===== config.mk =====
export PLATFORM = sky130hd
export DESIGN_NAME = bk_mouse_port
export DESIGN_NICKNAME = d
export VERILOG_FILES = /design/src/rtl/bk_mouse_pkg.sv /design/src/rtl/bk_mouse_axis.sv /design/src/rtl/bk_mouse_port.sv
export SDC_FILE = /design/constraint.sdc
export NUM_CORES = 1
export LEC_CHECK = 0
export ABC_CLOCK_PERIOD_IN_PS = 7310
export BUFFER_PORTS_ARGS = -buffer_cell sky130_fd_sc_hd__buf_2
export CAP_MARGIN = 25
export CORE_MARGIN = 8
export CORE_UTILIZATION = 40
export CTS_CLUSTER_SIZE = 10
export DETAILED_ROUTE_END_ITERATION = 8
export GPL_ROUTABILITY_DRIVEN = 0
export PLACE_DENSITY = 0.68
export SLEW_MARGIN = 20
export SYNTH_ARGS = -nofsm -noshare
export SYNTH_HDL_FRONTEND = slang
export SYNTH_SLANG_ARGS = --single-unit

===== constraint.sdc =====
create_clock -name clk_sys -period 7.31 [get_ports clk_sys]
set_clock_uncertainty 0.15 [all_clocks]
set_input_delay 1.462 -clock clk_sys [delete_from_list [all_inputs] [get_ports clk_sys]]
set_output_delay 1.462 -clock clk_sys [all_outputs]
set_load 0.01 [all_outputs]

===== src/rtl/bk_mouse_pkg.sv =====
// Shared definitions for the BK mouse port: state-word bit indices, sequencer states
// and default accumulator/threshold tuning.
package bk_mouse_pkg;

  localparam int MS_UP    = 0;
  localparam int MS_RIGHT = 1;
  localparam int MS_DOWN  = 2;
  localparam int MS_LEFT  = 3;
  localparam int MS_ZERO  = 4;
  localparam int MS_LBTN  = 5;
  localparam int MS_RBTN  = 6;

  localparam int ACC_W_DEF      = 12;
  localparam int THRESH_POS_DEF = 4;
  localparam int THRESH_NEG_DEF = 3;

  typedef enum logic [1:0] {
    IDLE  = 2'd0,
    ACCUM = 2'd1,
    EVAL  = 2'd2
  } fsm_t;

endpackage


===== src/rtl/bk_mouse_axis.sv =====
// One mouse axis: saturating signed accumulator, threshold evaluation and sticky
// positive/negative direction flags. Optional delta doubling under BK_MOUSE_ACCEL_EN.
module bk_mouse_axis
  import bk_mouse_pkg::*;
#(
  parameter int ACC_W      = ACC_W_DEF,
  parameter int THRESH_POS = THRESH_POS_DEF,
  parameter int THRESH_NEG = THRESH_NEG_DEF
) (
  input  logic       clk_i,
  input  logic       reset_i,
  input  logic [8:0] delta_i,
  input  logic       accum_en_i,
  input  logic       eval_en_i,
  input  logic       clear_i,
  output logic       pos_o,
  output logic       neg_o
);

  localparam int SW = ACC_W + 1;
  localparam logic signed [SW-1:0]    SAT_MAX = SW'((2 ** (ACC_W - 1)) - 1);
  localparam logic signed [SW-1:0]    SAT_MIN = -SAT_MAX;
  localparam logic signed [ACC_W-1:0] T_POS   = ACC_W'(THRESH_POS);
  localparam logic signed [ACC_W-1:0] T_NEG   = ACC_W'(THRESH_NEG);

  logic signed [ACC_W-1:0] acc_q, acc_d;
  logic                    pos_q, pos_d;
  logic                    neg_q, neg_d;
  logic signed [9:0]       d_eff;
  logic signed [SW-1:0]    sum;

  always_comb begin
    d_eff = {delta_i[8], delta_i};
`ifdef BK_MOUSE_ACCEL_EN
    if ($signed(delta_i) > 9'sd8 || $signed(delta_i) < -9'sd8)
      d_eff = {delta_i, 1'b0};
`endif
    // One guard bit so the sum can exceed the clamp range before saturation
    sum   = SW'(acc_q) + SW'(d_eff);
    acc_d = acc_q;
    pos_d = pos_q;
    neg_d = neg_q;
    if (clear_i) begin
      acc_d = '0;
      pos_d = 1'b0;
      neg_d = 1'b0;
    end else if (accum_en_i) begin
      if (sum > SAT_MAX)      acc_d = SAT_MAX[ACC_W-1:0];
      else if (sum < SAT_MIN) acc_d = SAT_MIN[ACC_W-1:0];
      else                    acc_d = sum[ACC_W-1:0];
    end else if (eval_en_i && !pos_q && !neg_q) begin
      if (acc_q >= T_POS) begin
        pos_d = 1'b1;
        acc_d = acc_q - T_POS;
      end else if (acc_q <= -T_NEG) begin
        neg_d = 1'b1;
        acc_d = acc_q + T_NEG;
      end
    end
  end

  always_ff @(posedge clk_i) begin
    if (reset_i) begin
      acc_q <= '0;
      pos_q <= 1'b0;
      neg_q <= 1'b0;
    end else begin
      acc_q <= acc_d;
      pos_q <= pos_d;
      neg_q <= neg_d;
    end
  end

  assign pos_o = pos_q;
  assign neg_o = neg_q;

endmodule


===== src/rtl/bk_mouse_port.sv =====
// BK parallel-port (0177714) mouse/joystick read source. PS/2 deltas are accumulated per axis
// into sticky direction bits; optional delta acceleration via BK_MOUSE_ACCEL_EN.
module bk_mouse_port
  import bk_mouse_pkg::*;
#(
  parameter int ACC_W      = ACC_W_DEF,
  parameter int THRESH_POS = THRESH_POS_DEF,
  parameter int THRESH_NEG = THRESH_NEG_DEF
) (
  input  logic        clk_sys,
  input  logic        reset,
  input  logic        mouse_data_ready,
  input  logic [8:0]  pointer_dx,
  input  logic [8:0]  pointer_dy,
  input  logic        left_btn,
  input  logic        right_btn,
  input  logic [7:0]  joystick,
  input  logic        port_sel,
  input  logic        port_write,
  input  logic [1:0]  bus_wtbt,
  input  logic [15:0] bus_din,
  output logic [15:0] port_data
);

  fsm_t       fsm_q, fsm_d;
  logic       enable_q, enable_d;
  logic       wr_prev_q;
  logic       use_mouse_q, use_mouse_d;
  logic [1:0] btn_q;
  logic [8:0] dx_q, dx_d, dy_q, dy_d;
  logic       wr_edge, pkt_take;
  logic       accum_en, eval_en, axis_clear;
  logic       x_pos, x_neg, y_pos, y_neg;
  logic [6:0] state;
  logic       unused_bits;

  assign unused_bits = ^{bus_din[15:4], bus_din[2:0], bus_wtbt[1]};

  // A write edge pre-empts any packet activity in the same cycle
  assign wr_edge    = port_write & bus_wtbt[0] & ~wr_prev_q;
  assign pkt_take   = (fsm_q == IDLE) & mouse_data_ready & enable_q & ~wr_edge;
  assign accum_en   = (fsm_q == ACCUM) & ~wr_edge;
  assign eval_en    = (fsm_q == EVAL) & ~wr_edge;
  assign axis_clear = wr_edge & ~bus_din[3];

  always_comb begin
    fsm_d       = fsm_q;
    enable_d    = enable_q;
    use_mouse_d = use_mouse_q;
    dx_d        = dx_q;
    dy_d        = dy_q;
    if (wr_edge) begin
      fsm_d    = IDLE;
      enable_d = bus_din[3];
    end else begin
      case (fsm_q)
        IDLE:    if (pkt_take) fsm_d = ACCUM;
        ACCUM:   fsm_d = EVAL;
        EVAL:    fsm_d = IDLE;
        default: fsm_d = IDLE;
      endcase
    end
    if (pkt_take) begin
      dx_d = pointer_dx;
      dy_d = pointer_dy;
    end
    if (mouse_data_ready)  use_mouse_d = 1'b1;
    else if (|joystick)    use_mouse_d = 1'b0;
  end

  always_ff @(posedge clk_sys) begin
    if (reset) begin
      fsm_q       <= IDLE;
      enable_q    <= 1'b0;
      wr_prev_q   <= 1'b0;
      use_mouse_q <= 1'b0;
      btn_q       <= '0;
      dx_q        <= '0;
      dy_q        <= '0;
    end else begin
      fsm_q       <= fsm_d;
      enable_q    <= enable_d;
      wr_prev_q   <= port_write & bus_wtbt[0];
      use_mouse_q <= use_mouse_d;
      btn_q       <= {right_btn, left_btn};
      dx_q        <= dx_d;
      dy_q        <= dy_d;
    end
  end

  bk_mouse_axis #(
    .ACC_W      (ACC_W),
    .THRESH_POS (THRESH_POS),
    .THRESH_NEG (THRESH_NEG)
  ) u_axis_x (
    .clk_i      (clk_sys),
    .reset_i    (reset),
    .delta_i    (dx_q),
    .accum_en_i (accum_en),
    .eval_en_i  (eval_en),
    .clear_i    (axis_clear),
    .pos_o      (x_pos),
    .neg_o      (x_neg)
  );

  bk_mouse_axis #(
    .ACC_W      (ACC_W),
    .THRESH_POS (THRESH_POS),
    .THRESH_NEG (THRESH_NEG)
  ) u_axis_y (
    .clk_i      (clk_sys),
    .reset_i    (reset),
    .delta_i    (dy_q),
    .accum_en_i (accum_en),
    .eval_en_i  (eval_en),
    .clear_i    (axis_clear),
    .pos_o      (y_pos),
    .neg_o      (y_neg)
  );

  always_comb begin
    state          = '0;
    state[MS_UP]    = y_pos;
    state[MS_RIGHT] = x_pos;
    state[MS_DOWN]  = y_neg;
    state[MS_LEFT]  = x_neg;
    state[MS_LBTN]  = btn_q[0];
    state[MS_RBTN]  = btn_q[1];
    port_data = '0;
    if (port_sel) port_data = use_mouse_q ? {9'd0, state} : {8'd0, joystick};
  end

endmodule

==> metrics.txt <==
status=completed; Seq cells post-synth=53; layout cells sized above 1=13.2%; FILL cells=1,080; DRC Markers=0; die width=122 microns; Most used DFF post-synth=dfxtp_1; fin area=4850 sq um; Crit-path slowest cell=mux2i_1; Worst slew margin=38.2%; H-tree levels=2; leakage=1.82 nW; worst-path cell chain=buf_2, mux2i_1, nor2b_1, buf_2; PwrDens=117 nW/um^2; Via density=5.72; Die Y-Extent=122 microns; Post-CTS Resized=0; sequential fraction of the synthesis area=23.6%; Initial Util=41.2%; footprint of the multi-input gates=3250 sq um; unrepaired setup endpoints after global routing=no; crit-path max FO=2; final hold vios=0; final period utilization=48.3%; diodes inserted=0; initial antenna violation count=0; largest net degree at the start of global routing=26; CP peak stage delay=0.14 ns; Synth area leaders=dfxtp_1, ha_1, nand2_1; CTS Buf Count=5; measured slew at the worst slew-check pin=0.920 ns; Req. time, crit path=5.70 ns; Layout area overhead=8.20%; gr ovfl total=0; Root Driver=clkbuf_8; DIE AREA=14,900 sq um; Nets=693; CP endpoint kind=output pin; Setup Fix Bufs, Post-CTS=0; GRT Total Usage=15.7%; first-pass GRT wire length=19.5 mm; Cell Area, Placed=4770 sq um; Hold WC Path Type=register to register; Synth area leader=dfxtp_1; Max Cap Viol=0; Max Slew Vio Count=0; register area=1060 sq um; Ys Warns=0; final core occ=44.6%; clock slew at reported path FFs=0.09 ns; HPWL after DPL=9.25 mm; Cells after Synth=573; io pins=67; pre-CTS setup slack=3.66 ns; crit path kind=input port to output pin; Bufs on Longest Clock Path=2; Syn Area/Cell=7.83 sq um; number of flops mapped to enable cells by yosys=0; Core ar.=10,900 sq um; Final ANT Viol Nets=0; CP startpoint kind=input port; Worst VDD drop=0.110 mV; setup TNS=0 ns; final WL=11.8 mm; post-synth top area share=23.6%; Synth cell types=77; Fmax=0.283 GHz; synth cell count leaders=nand2_1, nor2_1, a21oi_1, dfxtp_1, ha_1; Row Count=38; Clock Sinks=53; crit path DAT=1.92 ns; # port buffers=42; drt initial violations=397; Setup Viol. Count Final=0; Clk Latency, worst-skew pair=0.32 ns; Cell Area, Synth=4490 sq um; hold_buf cts=0; DR pass1 iterations=5; Worst Slack Setup Final=3.78 ns; crit path time final=3.53 ns; WL/cell=15.8 microns; via count of the routed design=4,262; post-synthesis async set-or-reset flop share=0%; most frequent cell after synthesis=nand2_1; vias in the first global route=4,037; CTS tree=done; CP dominant cell by count=buf_2
-- layout make-up --
cell class / instances / area share [%]
Tap cell: 140 / 3.61
Timing Repair Buffer: 43 / 4.48
Multi-Input combinational cell: 484 / 66.9
Clock buffer: 6 / 1.49
Sequential cell: 53 / 21.9
Inverter: 17 / 1.31
Clock inverter: 2 / 0.309
-- per-stage QoR --
| stage | hold WS (ns) | total power [mW] | cells |
|---|---|---|---|
| 3_5_place_dp | 0.305 | 0.399 | 737 |
| 4_1_cts | 0.320 | 0.569 | 745 |
| 5_1_grt | 0.356 | 0.594 | 745 |
| 2_1_floorplan | 0.285 | 0.373 | 580 |
| 6_report | 0.318 | 0.568 | 745 |
| 3_3_place_gp | 0.304 | 0.396 | 737 |
-- where the power goes --
part	internal [mW]	switching, mW	total, mW
clock network	0.0679	0.107	0.174
registers	0.294	0.00719	0.301
logic	0.0371	0.0548	0.0920
-- placed cells by master, fill, tap and decap left out, types with 4 or more instances in the layout --
master / instances
a22o_1: 5
conb_1: 8
and2_1: 4
o21ai_0: 26
mux2i_1: 10
nor2b_1: 12
xnor2_1: 20
nand2b_1: 11
a211oi_1: 5
nor2_1: 59
a21o_1: 4
dfxtp_1: 53
nor4_2: 4
nand3_1: 14
nor4_1: 4
buf_2: 42
nor3_1: 12
o21a_1: 6
a21oi_1: 53
inv_1: 16
o31ai_1: 5
o22ai_1: 10
o211ai_1: 5
nand4_1: 5
xor2_1: 11
nand2_1: 76
ha_1: 36
clkbuf_8: 5
-- per-layer routing --
| layer | GRT usage, % | wire length (microns) | up-vias |
|---|---|---|---|
| li1 | - | - | 2131 |
| met1 | 21.8 | 5900 | 1973 |
| met2 | 25.0 | 5190 | 148 |
| met3 | 2.41 | 558 | 10 |
| met4 | 3.55 | 116 | 0 |
| met5 | 0 | 0 | - |
-- registers in the layout, indices dropped and copies added (netlist names) --
| register | count |
|---|---|
| use_mouse_q | 1 |
| enable_q | 1 |
| u_axis_y.acc_q | 12 |
| u_axis_x.neg_o | 1 |
| u_axis_y.neg_o | 1 |
| fsm_q | 2 |
| wr_prev_q | 1 |
| u_axis_x.pos_o | 1 |
| btn_q | 2 |
| dy_q | 9 |
| u_axis_y.pos_o | 1 |
| u_axis_x.acc_q | 12 |
| dx_q | 9 |
-- path summary, 6_finish.rpt --
path / start / endpoint / slack, ns / cells past startpoint
max: joystick[2] / port_data[2] / 3.78 / 4
min: dy_q[2] / dy_q[2] / 0.32 / 2
max reg2reg: u_axis_x.acc_q[3] / u_axis_x.acc_q[6] / 3.87 / 8
min reg2reg: dy_q[2] / dy_q[2] / 0.32 / 2
-- logic make-up after synthesis --
kind of cell / Yosys count / synth area share [%]
buf+inv: 43 / 4.52
fa+ha+maj: 38 / 10.9
flops: 53 / 23.6
mux: 11 / 2.73
other cells: 1 / 0.0836
xor+xnor: 31 / 6.05
compound gates: 164 / 25.8
simple gates: 232 / 26.2
-- worst max-delay path, delay by kind of cell --
family        cells  cell delay, ns
simple gates      1            0.06
buf+inv           2            0.25
mux               1            0.14
Power figures use the tool's default switching activity.
